## config.mk

```make
export PLATFORM = sky130hd
export DESIGN_NAME = io_fabric
export DESIGN_NICKNAME = d
export VERILOG_FILES = /design/src/rtl/io_fabric.sv
export SDC_FILE = /design/constraint.sdc
export NUM_CORES = 1
export LEC_CHECK = 0
export CORE_AREA = 4 4 141 143
export DETAILED_ROUTE_END_ITERATION = 10
export DIE_AREA = 0 0 145 147
export PLACE_DENSITY = 0.52
export RECOVER_POWER = 100
export SLEW_MARGIN = 20
export SYNTH_ARGS = -nofsm -noshare
export SYNTH_HDL_FRONTEND = slang
export SYNTH_SLANG_ARGS = --single-unit
```

## constraint.sdc

```tcl
create_clock -name clk -period 5 [get_ports clk]
set_clock_uncertainty 0.15 [all_clocks]
set_input_delay 1 -clock clk [delete_from_list [all_inputs] [get_ports clk]]
set_output_delay 1 -clock clk [all_outputs]
set_load 0.02 [all_outputs]
```

## src/rtl/io_fabric.sv

```systemverilog
// io_fabric: decodes the 256-byte IO window into word-slot strobes, muxes device read data,
//   watches device acks and keeps an error status register at word slot SELF_ADR.
// Latency: decode/mux is combinational from adr; error logging lands on the next clock edge.
// Backpressure: none; the CPU bus is never stalled, a missing ack is only logged after ACK_TIMEOUT.
// Build option: define IOFAB_IRQ_EN to drive err_irq from a registered copy of err_flag.
module io_fabric #(
  parameter int unsigned          N_DEV       = 8,
  parameter logic [15:0]          IO_BASE     = 16'hFFFF,
  parameter logic [6*N_DEV-1:0]   SLOT_ADR    = '0,
  parameter logic [N_DEV-1:0]     ACK_MASK    = '1,
  parameter logic [5:0]           SELF_ADR    = 6'b101110,
  parameter int unsigned          ACK_TIMEOUT = 4
) (
  input  logic                  clk,
  input  logic                  rst_n,
  input  logic [23:0]           adr,
  input  logic                  rd,
  input  logic                  wr,
  input  logic [31:0]           data_in,
  input  logic [N_DEV*32-1:0]   dev_dout,
  input  logic [N_DEV-1:0]      dev_ack,
  output logic                  ioenb,
  output logic [N_DEV-1:0]      dev_stb,
  output logic [31:0]           io_out,
  output logic                  err_irq
);

  // Ack monitor states; a single bit keeps the encoding compatible with older builds.
  localparam logic [0:0] ST_IDLE = 1'b0;
  localparam logic [0:0] ST_WAIT = 1'b1;

  localparam logic [7:0] TMO_CNT = 8'(ACK_TIMEOUT);
  localparam logic [5:0] CNT_MAX = 6'h3F;

  logic [5:0]        word_idx;
  logic              self_hit;
  logic [31:0]       dev_mux;
  logic [31:0]       status_word;

  logic              err_flag;
  logic              err_type;
  logic [5:0]        err_cnt;
  logic [7:0]        err_adr;

  logic [0:0]        state;
  logic [N_DEV-1:0]  wait_mask;
  logic [7:0]        wait_adr;
  logic [7:0]        wait_cnt;

  logic              acc_start;
  logic              mon_start;
  logic              unmapped;
  logic              wait_ack;
  logic              timeout;
  logic              log_err;
  logic              log_type;
  logic [7:0]        log_adr;
  logic              clr_req;
  logic [5:0]        cnt_base;
  logic [5:0]        cnt_next;

  // Byte-lane bits and the unused part of a status write do not take part in decode.
  logic              unused_bits;
  assign unused_bits = ^{adr[1:0], data_in[30:0]};

  // Window and status-register decode.
  always_comb begin
    word_idx = adr[7:2];
    ioenb    = (adr[23:8] == IO_BASE);
    self_hit = ioenb && (word_idx == SELF_ADR);
  end

  // Slot strobes: lowest matching slot wins; the status register shadows any slot at its index.
  always_comb begin
    logic found;
    found   = 1'b0;
    dev_stb = '0;
    for (int i = 0; i < int'(N_DEV); i++) begin
      if (!found && (SLOT_ADR[6*i +: 6] == word_idx)) begin
        dev_stb[i] = 1'b1;
        found      = 1'b1;
      end
    end
    if (!ioenb || self_hit) begin
      dev_stb = '0;
    end
  end

  // Read-data mux: strobes are one-hot, so an AND-OR tree is enough.
  always_comb begin
    dev_mux = '0;
    for (int i = 0; i < int'(N_DEV); i++) begin
      dev_mux = dev_mux | (dev_dout[32*i +: 32] & {32{dev_stb[i]}});
    end
    status_word = {err_flag, err_type, err_cnt, 16'h0000, err_adr};
    io_out      = self_hit ? status_word : dev_mux;
  end

  // Access classification and error-event generation.
  always_comb begin
    acc_start = (rd || wr) && ioenb && (state == ST_IDLE);
    mon_start = acc_start && (|(dev_stb & ACK_MASK)) && !(|(dev_stb & dev_ack));
    unmapped  = acc_start && !(|dev_stb) && !self_hit;
    wait_ack  = |(dev_ack & wait_mask);
    timeout   = (state == ST_WAIT) && !wait_ack && (wait_cnt == TMO_CNT);
    log_err   = unmapped || timeout;
    log_type  = timeout;
    log_adr   = timeout ? wait_adr : adr[7:0];
    clr_req   = self_hit && wr && data_in[31];
    // A clear in the same cycle as a new error restarts the count from zero before incrementing.
    cnt_base  = clr_req ? 6'h00 : err_cnt;
    cnt_next  = (cnt_base == CNT_MAX) ? CNT_MAX : cnt_base + 6'h01;
  end

  // Status register: a new error always wins over a simultaneous clear.
  always_ff @(posedge clk or negedge rst_n) begin
    if (!rst_n) begin
      err_flag <= 1'b0;
      err_type <= 1'b0;
      err_cnt  <= 6'h00;
      err_adr  <= 8'h00;
    end else if (log_err) begin
      err_flag <= 1'b1;
      err_type <= log_type;
      err_cnt  <= cnt_next;
      err_adr  <= log_adr;
    end else if (clr_req) begin
      err_flag <= 1'b0;
      err_type <= 1'b0;
      err_cnt  <= 6'h00;
      err_adr  <= 8'h00;
    end
  end

  // Ack monitor: tracks one outstanding access at a time; others pass through unmonitored.
  always_ff @(posedge clk or negedge rst_n) begin
    if (!rst_n) begin
      state     <= ST_IDLE;
      wait_mask <= '0;
      wait_adr  <= 8'h00;
      wait_cnt  <= 8'h00;
    end else begin
      case (state)
        ST_IDLE: begin
          if (mon_start) begin
            state     <= ST_WAIT;
            wait_mask <= dev_stb;
            wait_adr  <= adr[7:0];
            wait_cnt  <= 8'h01;
          end
        end
        ST_WAIT: begin
          if (wait_ack || timeout) begin
            state     <= ST_IDLE;
            wait_mask <= '0;
          end else begin
            wait_cnt  <= wait_cnt + 8'h01;
          end
        end
        default: begin
          state     <= ST_IDLE;
          wait_mask <= '0;
        end
      endcase
    end
  end

`ifdef IOFAB_IRQ_EN
  // Interrupt follows the error flag one clock later and drops once the flag is cleared.
  always_ff @(posedge clk or negedge rst_n) begin
    if (!rst_n) begin
      err_irq <= 1'b0;
    end else begin
      err_irq <= err_flag;
    end
  end
`else
  assign err_irq = 1'b0;
`endif

endmodule

```

Word-level counts from Yosys, hierarchy flattened
Cells that the tools add are included.

cells by class
  add/sub/neg operators = 2
  equality and inequality tests = 7
  mux-type cells = 34
  bitwise operators = 18
  reductions and logical operators = 42

operators by type and width
  operator                                               count
  bitwise AND 32 bit                                     8
  OR 32 bit                                              7
  2-to-1 mux 8 bit                                       8
  2-to-1 mux 32 bit                                      1
  case mux 8 bit (2 select lines)                        2
  OR reduction 8 bit                                     3
  2-to-1 mux 1 bit                                       19
  logical AND 1 bit                                      18
  2-to-1 mux 6 bit                                       3
  bitwise AND 8 bit                                      2
  equality test 16 bit, second input constant            1
  equality test 6 bit, second input constant             2
  zero test 1 bit                                        12
  adder 8 x 1 -> 8 bit, second input constant            1
  equality test 8 x 3 -> 1 bit, second input constant    1
  adder 6 x 1 -> 6 bit, second input constant            1
  zero test 6 bit                                        1
  AND reduction 2 bit                                    3
  logical OR 1 bit                                       4
  inequality test 2 bit, second input constant           2
  inequality test 2 x 1 -> 1 bit, second input constant  1
  case mux 1 bit (2 select lines)                        1
  nonzero test 2 bit                                     1
  inverter 1 bit                                         1

word-level totals
  bits in registers = 41
  input bits = 324
  output and inout port bits = 42

Longest topological paths before layout
Gate-level depths: netlist of the first run.

  word-level depth = 33
  depth in mapped cells = 10

Least setup slack after synthesis of the first run
OpenSTA, ideal clock, no wires.

  kind = input port to output port
  start = input port adr[15]
  end = output port io_out[15]
  data arrival time = 2583 ps
  path slack = 1267 ps
  stages on the path = 6
  cell sequence = nand4_2 nor4_4 nand2_1 nor2_2 buf_2 and2_1

on the way
  longest elaborated chain between the ends = 13
  elaborated cells between the ends (all ways) = 21
  those cells by class = 1 x eq/ne; 2 x mux; 15 x bitwise; 3 x reduce/logical

ends and longest elaborated chain
  element                                                      line    source
  start, declared                                              16      input logic [23:0] adr,
  equality test 16 bit *                                       69      ioenb = (adr[23:8] == IO_BASE);
  via ioenb                                                    22      output logic ioenb,
  zero test 1 bit / logical AND 1 bit (equally long branches)  84, 70
  logical OR 1 bit *                                           84      if (!ioenb || self_hit) begin
  2-to-1 mux 8 bit *                                           84
  via dev_stb[0]                                               23      output logic [N_DEV-1:0] dev_stb,
  bitwise AND 32 bit *                                         93      dev_mux = dev_mux | (dev_dout[32*i +: 32] & {32{dev_stb[i]}});
  OR 32 bit * (7 in a row)                                     93
  2-to-1 mux 32 bit *                                          96      io_out = self_hit ? status_word : dev_mux;
  end, declared                                                24      output logic [31:0] io_out,

The timed path passes the listed nets; every way through them passes the cells marked *.

Worst setup path after layout of the first run
  start = input port adr[15]
  end = output port io_out[2]

on the way
  longest elaborated chain between the ends = 13
  elaborated cells between the ends (all ways) = 21
  those cells by class = 1 x eq/ne; 2 x mux; 15 x bitwise; 3 x reduce/logical

ends and longest elaborated chain
  element                                                      line
  equality test 16 bit *                                       69
  zero test 1 bit / logical AND 1 bit (equally long branches)  84, 70
  logical OR 1 bit                                             84
  2-to-1 mux 8 bit                                             84
  bitwise AND 32 bit                                           93
  OR 32 bit (7 in a row)                                       93
  2-to-1 mux 32 bit *                                          96

Mark *: on every way between the ends. The rest lies on a longest branch, timed or not.

==> metrics, run 1 <==
status=finished with violations; failing checks=max-capacitance violations, max-slew violations; largest family of logic cells by synthesized area=simple AND/OR/NAND/NOR gates; most frequent cells after synthesis=dfrtp_1 (34), nand2_1 (29), nand3_1 (25); Peak VDD IR=119 µV; MaxCap Viol Count=1; power density over the cells=220 mW/mm²; Seq pwr share=36.3%; via count=2,096; clock buffer depth=2; YS warnings=0; Int Pwr=0.605 mW; Area contributors post-synth=dfrtp_1 (41%), and2_1 (7.3%), a22o_1 (7.2%); Leakage=1.51 nW; Psw=0.152 mW; CTS Hold Bufs=0; clock root buffer=clkbuf_16; Arrival @ worst endpoint=3610 ps; DR pass1 iterations=4; Max Clock Freq=roughly 210 MHz; Synth Flop Type=dfrtp_1; global-route wire length before repair=between 10,000 and 15,000 µm; Clock Power Share=53.8%; mapped cell area=a little over 0.002 mm²; cts repair resizes=0; #FFs+latches synth=34; post-synthesis mux area share=about 1.9%; Setup Viol. Count Final=0; CP Class=input port to output port; antenna cells=0; Seq/Total Area, Yosys=41.2%; unrepaired setup endpoints after global routing=no; HP Class=flip-flop to flip-flop; die height=roughly 150 µm; share of layout cells above drive strength 1=between 5 and 6%; number of synthesized flops with an enable pin=0; clock buffer count from CTS=5; die width=between 100 and 150 µm; element type at the critical path end=output port; crit path max fanout=9; Boundary Pins=between 300 and 400; CP peak stage delay=700 ps; Max Slew Vio Count=35; Nets=roughly 650; Worst slew margin=-24.9%; # port buffers=95; RePlAce Congestion=about 0.75; Detailed Route WL=9030 µm; Synth Area in XOR/XNOR=1.69%; Post-route DRC=0; post-synthesis adder-cell area fraction=1.82%; CTS tree=built; Clock Latency Late Sink=280 ps; utilization after layout=18.5%; Worst setup SP type=input port; Avg WL per Cell=16.1 µm; Final TNS setup=0 ps; Netlist cell types=44; vias in the first global route=2,118; Yosys top cell area share=41.2%; initial core utilization=11.1%; 1st-iter DRT viols=58; initial antenna violation count=1; cell taking the most area after synthesis=dfrtp_1; Final ANT Viol Nets=0; Sw Share=about a fifth; final worst-path cycle share=approximately 95%; Comb power frac=roughly 10%; Slew @ Worst Pin=1870 ps; Avg Inst Size Synth=~9.1 µm²; Final Hold Viols=0; worst-path cell chain=clkdlybuf4s50_1, nand4_1, nor4_4, nand2_1, nor2_2, buf_4, a22o_1, dlygate4sd3_1; Layout Area Growth over Synthesis=66.5%; H-tree depth=2; simple-gate area share of the yosys netlist=between 30% and 40%; Num Clock Sinks=34; synthesized instance count=228; gr ovfl total=0; Vias/cell=3.75; Worst path slowest cell=dlygate4sd3_1; Req. time, crit path=3850 ps; most numerous cell in the Yosys netlist=dfrtp_1; Compound-Gate Fraction of Synth Area=16.2%; Post-DP HPWL=7490 µm; row count=50; ys async rst share=100%; GRT Total Usage=8.18%; min Tclk post-route=4760 ps; Core Footprint=0.0186 mm²; die area=0.0213 mm²; largest net degree at the start of global routing=35; # Post-CTS Setup Buffers=0; CTS clk-pin slew, worst paths=50 ps
[registers in the layout (all words and copies together) (netlist names)]
| name | count |
|---|---|
| err_cnt | 6 |
| wait_adr | 8 |
| wait_cnt | 8 |
| state | 1 |
| err_adr | 8 |
| err_type | 1 |
| err_flag | 1 |
| wait_mask | 1 |
[layer usage]
layer  track usage, %  routed length [µm]  part of all wire, %
met5                0                   0                    0
met4            0.998                  41                 0.45
met3             2.56                 655                  7.3
met2             12.2                3870                   43
met1             11.9                4450                   49
[layout by cell type (no fill, tap or decap), types with 3 or more instances in the layout]
cell type,netlist,routed
and3_1,5,5
a31oi_1,3,3
nand2_1,29,29
clkdlybuf4s50_1,0,61
conb_1,1,8
nand3_1,25,25
nor2_1,11,11
xnor2_1,4,4
a22oi_1,3,3
o21ai_0,5,5
clkbuf_1,4,3
a21oi_1,4,4
nor4_1,3,4
nand4_1,4,5
clkbuf_16,0,5
and2_0,0,3
inv_1,4,4
dlygate4sd3_1,0,34
ha_1,3,3
dfrtp_1,34,34
a22o_1,17,17
and2_1,24,21
[area by class of cell]
cell class	count	area, µm²
fill	2027	15100
multi-input combinational	178	1090
timing repair buffer	101	997
sequential	34	851
tap	234	293
clock buffer	5	125
clock inverter	3	68.8
inverter	4	15.0
[per-stage QoR]
stage / power [mW] / setup slack [ps] / instances / area, µm² / hold WS [ps]
finish: 0.758 / 241 / 559 / 3440 / 332
global route: 0.784 / 123 / 559 / 3440 / 348
CTS: 0.770 / 267 / 559 / 3480 / 338
detailed placement: 0.357 / 276 / 551 / 3280 / 325
global placement: 0.357 / 284 / 551 / 3280 / 314
floorplan: 0.295 / 1270 / 235 / 2090 / 297
[path summary, 6_finish.rpt]
path                                  start     endpoint  slack, ps  cells past startpoint
worst max-delay path                adr[15]    io_out[2]        240                      8
max in group asynchronous             rst_n  wait_adr[5]       1990                      2
worst min register to register  wait_adr[5]  wait_adr[5]        330                      1
worst max register to register  wait_cnt[0]   err_cnt[5]       2250                      7
worst min-delay path            wait_adr[5]  wait_adr[5]        330                      1
min in group asynchronous             rst_n  wait_cnt[1]       1630                      2
[power groups by stage]
stage	clock network [mW]	registers (mW)	logic [mW]
after floorplan	0	0.280	0.0149
final	0.408	0.275	0.0744
after global placement	0	0.280	0.0767
after CTS	0.417	0.275	0.0775
after detailed placement	0	0.280	0.0769
after global routing	0.429	0.275	0.0798
[critical path: cells and delay by family]
kind | cells | cell delay [ps]
and+or+nand+nor | 4 | 1080
buffers and inverters | 3 | 1410
AOI/OAI and AO/OA | 1 | 130
[cells by family (layout without fill, tap and decap cells)]
logic type,count (synthesis),count (layout)
and+or+nand+nor,116,116
other,1,8
buffers and inverters,23,113
muxes,3,3
DFF,34,34
AOI/OAI and AO/OA,44,44
adders and majority gates,3,3
xor gates and xnor gates,4,4
(Power assumes the default switching activity.)
==> run 2: changes to the inputs <==
- RECOVER_POWER: 100 -> 25
==> metrics, run 2 (synthesis gave the netlist of run 1 again) <==
min Tclk post-route=4670 ps (was 4760 ps); largest net degree at the start of global routing=35 (unchanged); Final TNS setup=0 ps (unchanged); Nets=651 (unchanged); CP dominant cell by count=clkdlybuf4s50_1; via count=2,078 (was 2,096); Avg WL per Cell=16.1 µm (about the same); antenna cells=0 (unchanged); met2 Resource Use GR=12.2% (unchanged); power density over the cells=218 mW/mm² (was 220 mW/mm²); most frequent cells in the layout=clkdlybuf4s50_1 (94), dfrtp_1 (34), nand2_1 (29) (was clkdlybuf4s50_1 (61), dfrtp_1 (34), dlygate4sd3_1 (34)); Worst setup SP type=input port (unchanged); # port buffers=95 (unchanged); CTS clk-pin slew, worst paths=60 ps (was 50 ps); Num Clock Sinks=34 (unchanged); Detailed Route WL=9010 µm (was 9030 µm); placed cells=551 (unchanged); share of layout cells above drive strength 1=8.31% (was 5.85%); Layout Area Growth over Synthesis=68.3% (was 66.5%); MaxCap Viol Count=1 (unchanged); HP Class=flip-flop to flip-flop (unchanged); Max Slew Vio Count=35 (unchanged); CTS Hold Bufs=0 (unchanged); clock buffer count from CTS=5 (unchanged); commonest non-fill, non-tap cell in the layout=clkdlybuf4s50_1 (unchanged); row count=50 (unchanged); GRT met3 Usage=2.56% (unchanged); initial core utilization=11.1% (unchanged); Leakage=1.41 nW (was 1.51 nW); Post-DP HPWL=7490 µm (unchanged); hold_sp=wait_adr[7] (was wait_adr[5]); CTS tree=built (unchanged); Boundary Pins=366 (unchanged); Clock Latency Late Sink=280 ps (about the same); element type at the critical path end=output port (unchanged); DR pass1 iterations=4 (unchanged); final worst-path cycle share=93.4% (was 95.2%); Req. time, crit path=3850 ps (about the same); gr ovfl total=0 (unchanged); failing checks=max-capacitance violations, max-slew violations (unchanged); Setup Viol. Count Final=0 (unchanged); RePlAce Congestion=0.753 (unchanged); Vias/cell=3.72 (was 3.75); CP peak stage delay=630 ps (was 700 ps); GRT Total Usage=8.18% (unchanged); die area=0.0213 mm² (unchanged); Slew @ Worst Pin=1870 ps (about the same); worst-path cell chain=clkdlybuf4s50_1, nand4_2, nor4_4, nand2_1, nor2_2, buf_4, a22o_1, clkdlybuf4s50_1 (was clkdlybuf4s50_1, nand4_1, nor4_4, nand2_1, nor2_2, buf_4, a22o_1, dlygate4sd3_1); die width=145 µm (unchanged); Core Footprint=0.0186 mm² (unchanged); initial antenna violation count=1 (unchanged); vias in the first global route=2,118 (unchanged); 1st-iter DRT viols=66 (was 58); Peak VDD IR=118 µV (was 119 µV); clock root buffer=clkbuf_16 (unchanged); H-tree depth=2 (unchanged); cts repair resizes=0 (unchanged); Critical R2R Launch=wait_cnt[0] (unchanged); top flop regs=err_adr: 8 flops, wait_adr: 8 flops, wait_cnt: 8 flops (unchanged); Post-route DRC=0 (unchanged); Worst slew margin=-24.6% (was -24.9%); GR Util met1=11.9% (unchanged); crit path max fanout=9 (unchanged); Final ANT Viol Nets=0 (unchanged); Final Hold Viols=0 (unchanged); # Post-CTS Setup Buffers=0 (unchanged); global-route wire length before repair=13,400 µm (unchanged); Worst path slowest cell=clkdlybuf4s50_1 (was dlygate4sd3_1); Finished Layout Cells=559 (unchanged); status=finished with violations (unchanged); CP startpoint=adr[15] (unchanged); die height=147 µm (unchanged); Arrival @ worst endpoint=3520 ps (was 3610 ps); unrepaired setup endpoints after global routing=no (unchanged); CP Class=input port to output port (unchanged); Max Clock Freq=214 MHz (was 210 MHz); GRT Max-Usage Layer=met2 (unchanged); clock buffer depth=2 (unchanged)
==> run 2: cell type report <==
type / count / area (µm²)
Tap cell: 234 / 293
Clock inverter: 3 / 68.8
Sequential cell: 34 / 851
Fill cell: 2016 / 15100
Clock buffer: 5 / 125
Timing Repair Buffer: 101 / 1000
Multi-Input combinational cell: 178 / 1120
Inverter: 4 / 15.0
==> run 2: per-layer routing <==
| metal | share of wire (%) | vias to the layer above | wire length, µm |
|---|---|---|---|
| met5 | 0 | - | 0 |
| li1 | - | 997 | - |
| met2 | 43 | 91 | 3840 |
| met1 | 47 | 983 | 4260 |
| met4 | 0.49 | 0 | 44 |
| met3 | 9.6 | 7 | 867 |
==> run 2: final timing paths <==
| check | end | slack, ps | cells past startpoint |
|---|---|---|---|
| min in group asynchronous | wait_cnt[1] | 1620 | 2 |
| setup reg to reg | err_cnt[5] | 2370 | 7 |
| hold / removal | err_adr[7] | 340 | 2 |
| hold reg to reg | err_adr[7] | 340 | 2 |
| setup / recovery | io_out[2] | 330 | 8 |
| max in group asynchronous | wait_adr[5] | 1990 | 2 |
==> run 2: where the power goes <==
part	total [mW]	internal (mW)	switching, mW
Combinational	0.0758	0.0440	0.0318
Sequential	0.275	0.275	0.0000362
Clock	0.408	0.286	0.122
==> run 2: critical path, delay by kind of cell <==
kind                   cells  cell delay [ps]
AO/OA/AOI/OAI              1              130
buffers and inverters      3             1360
AND/OR/NAND/NOR            4             1030
==> run 2: stage by stage <==
stage	util [%]	setup slack (ps)	instance area, µm²	total power [mW]	hold slack (ps)
after detailed placement	17.7	276	3280	0.357	325
final	18.7	330	3480	0.759	335
after global placement	17.7	284	3280	0.357	314
after CTS	18.7	267	3480	0.770	338
after global routing	18.7	223	3480	0.785	348
after floorplan	-	1270	2090	0.295	297
==> run 3: changes to the inputs <==
- CTS_CLUSTER_DIAMETER: unset -> 150
==> results of run 3 <==
The final DEF is identical to that of run 2; final timing and power are the same.
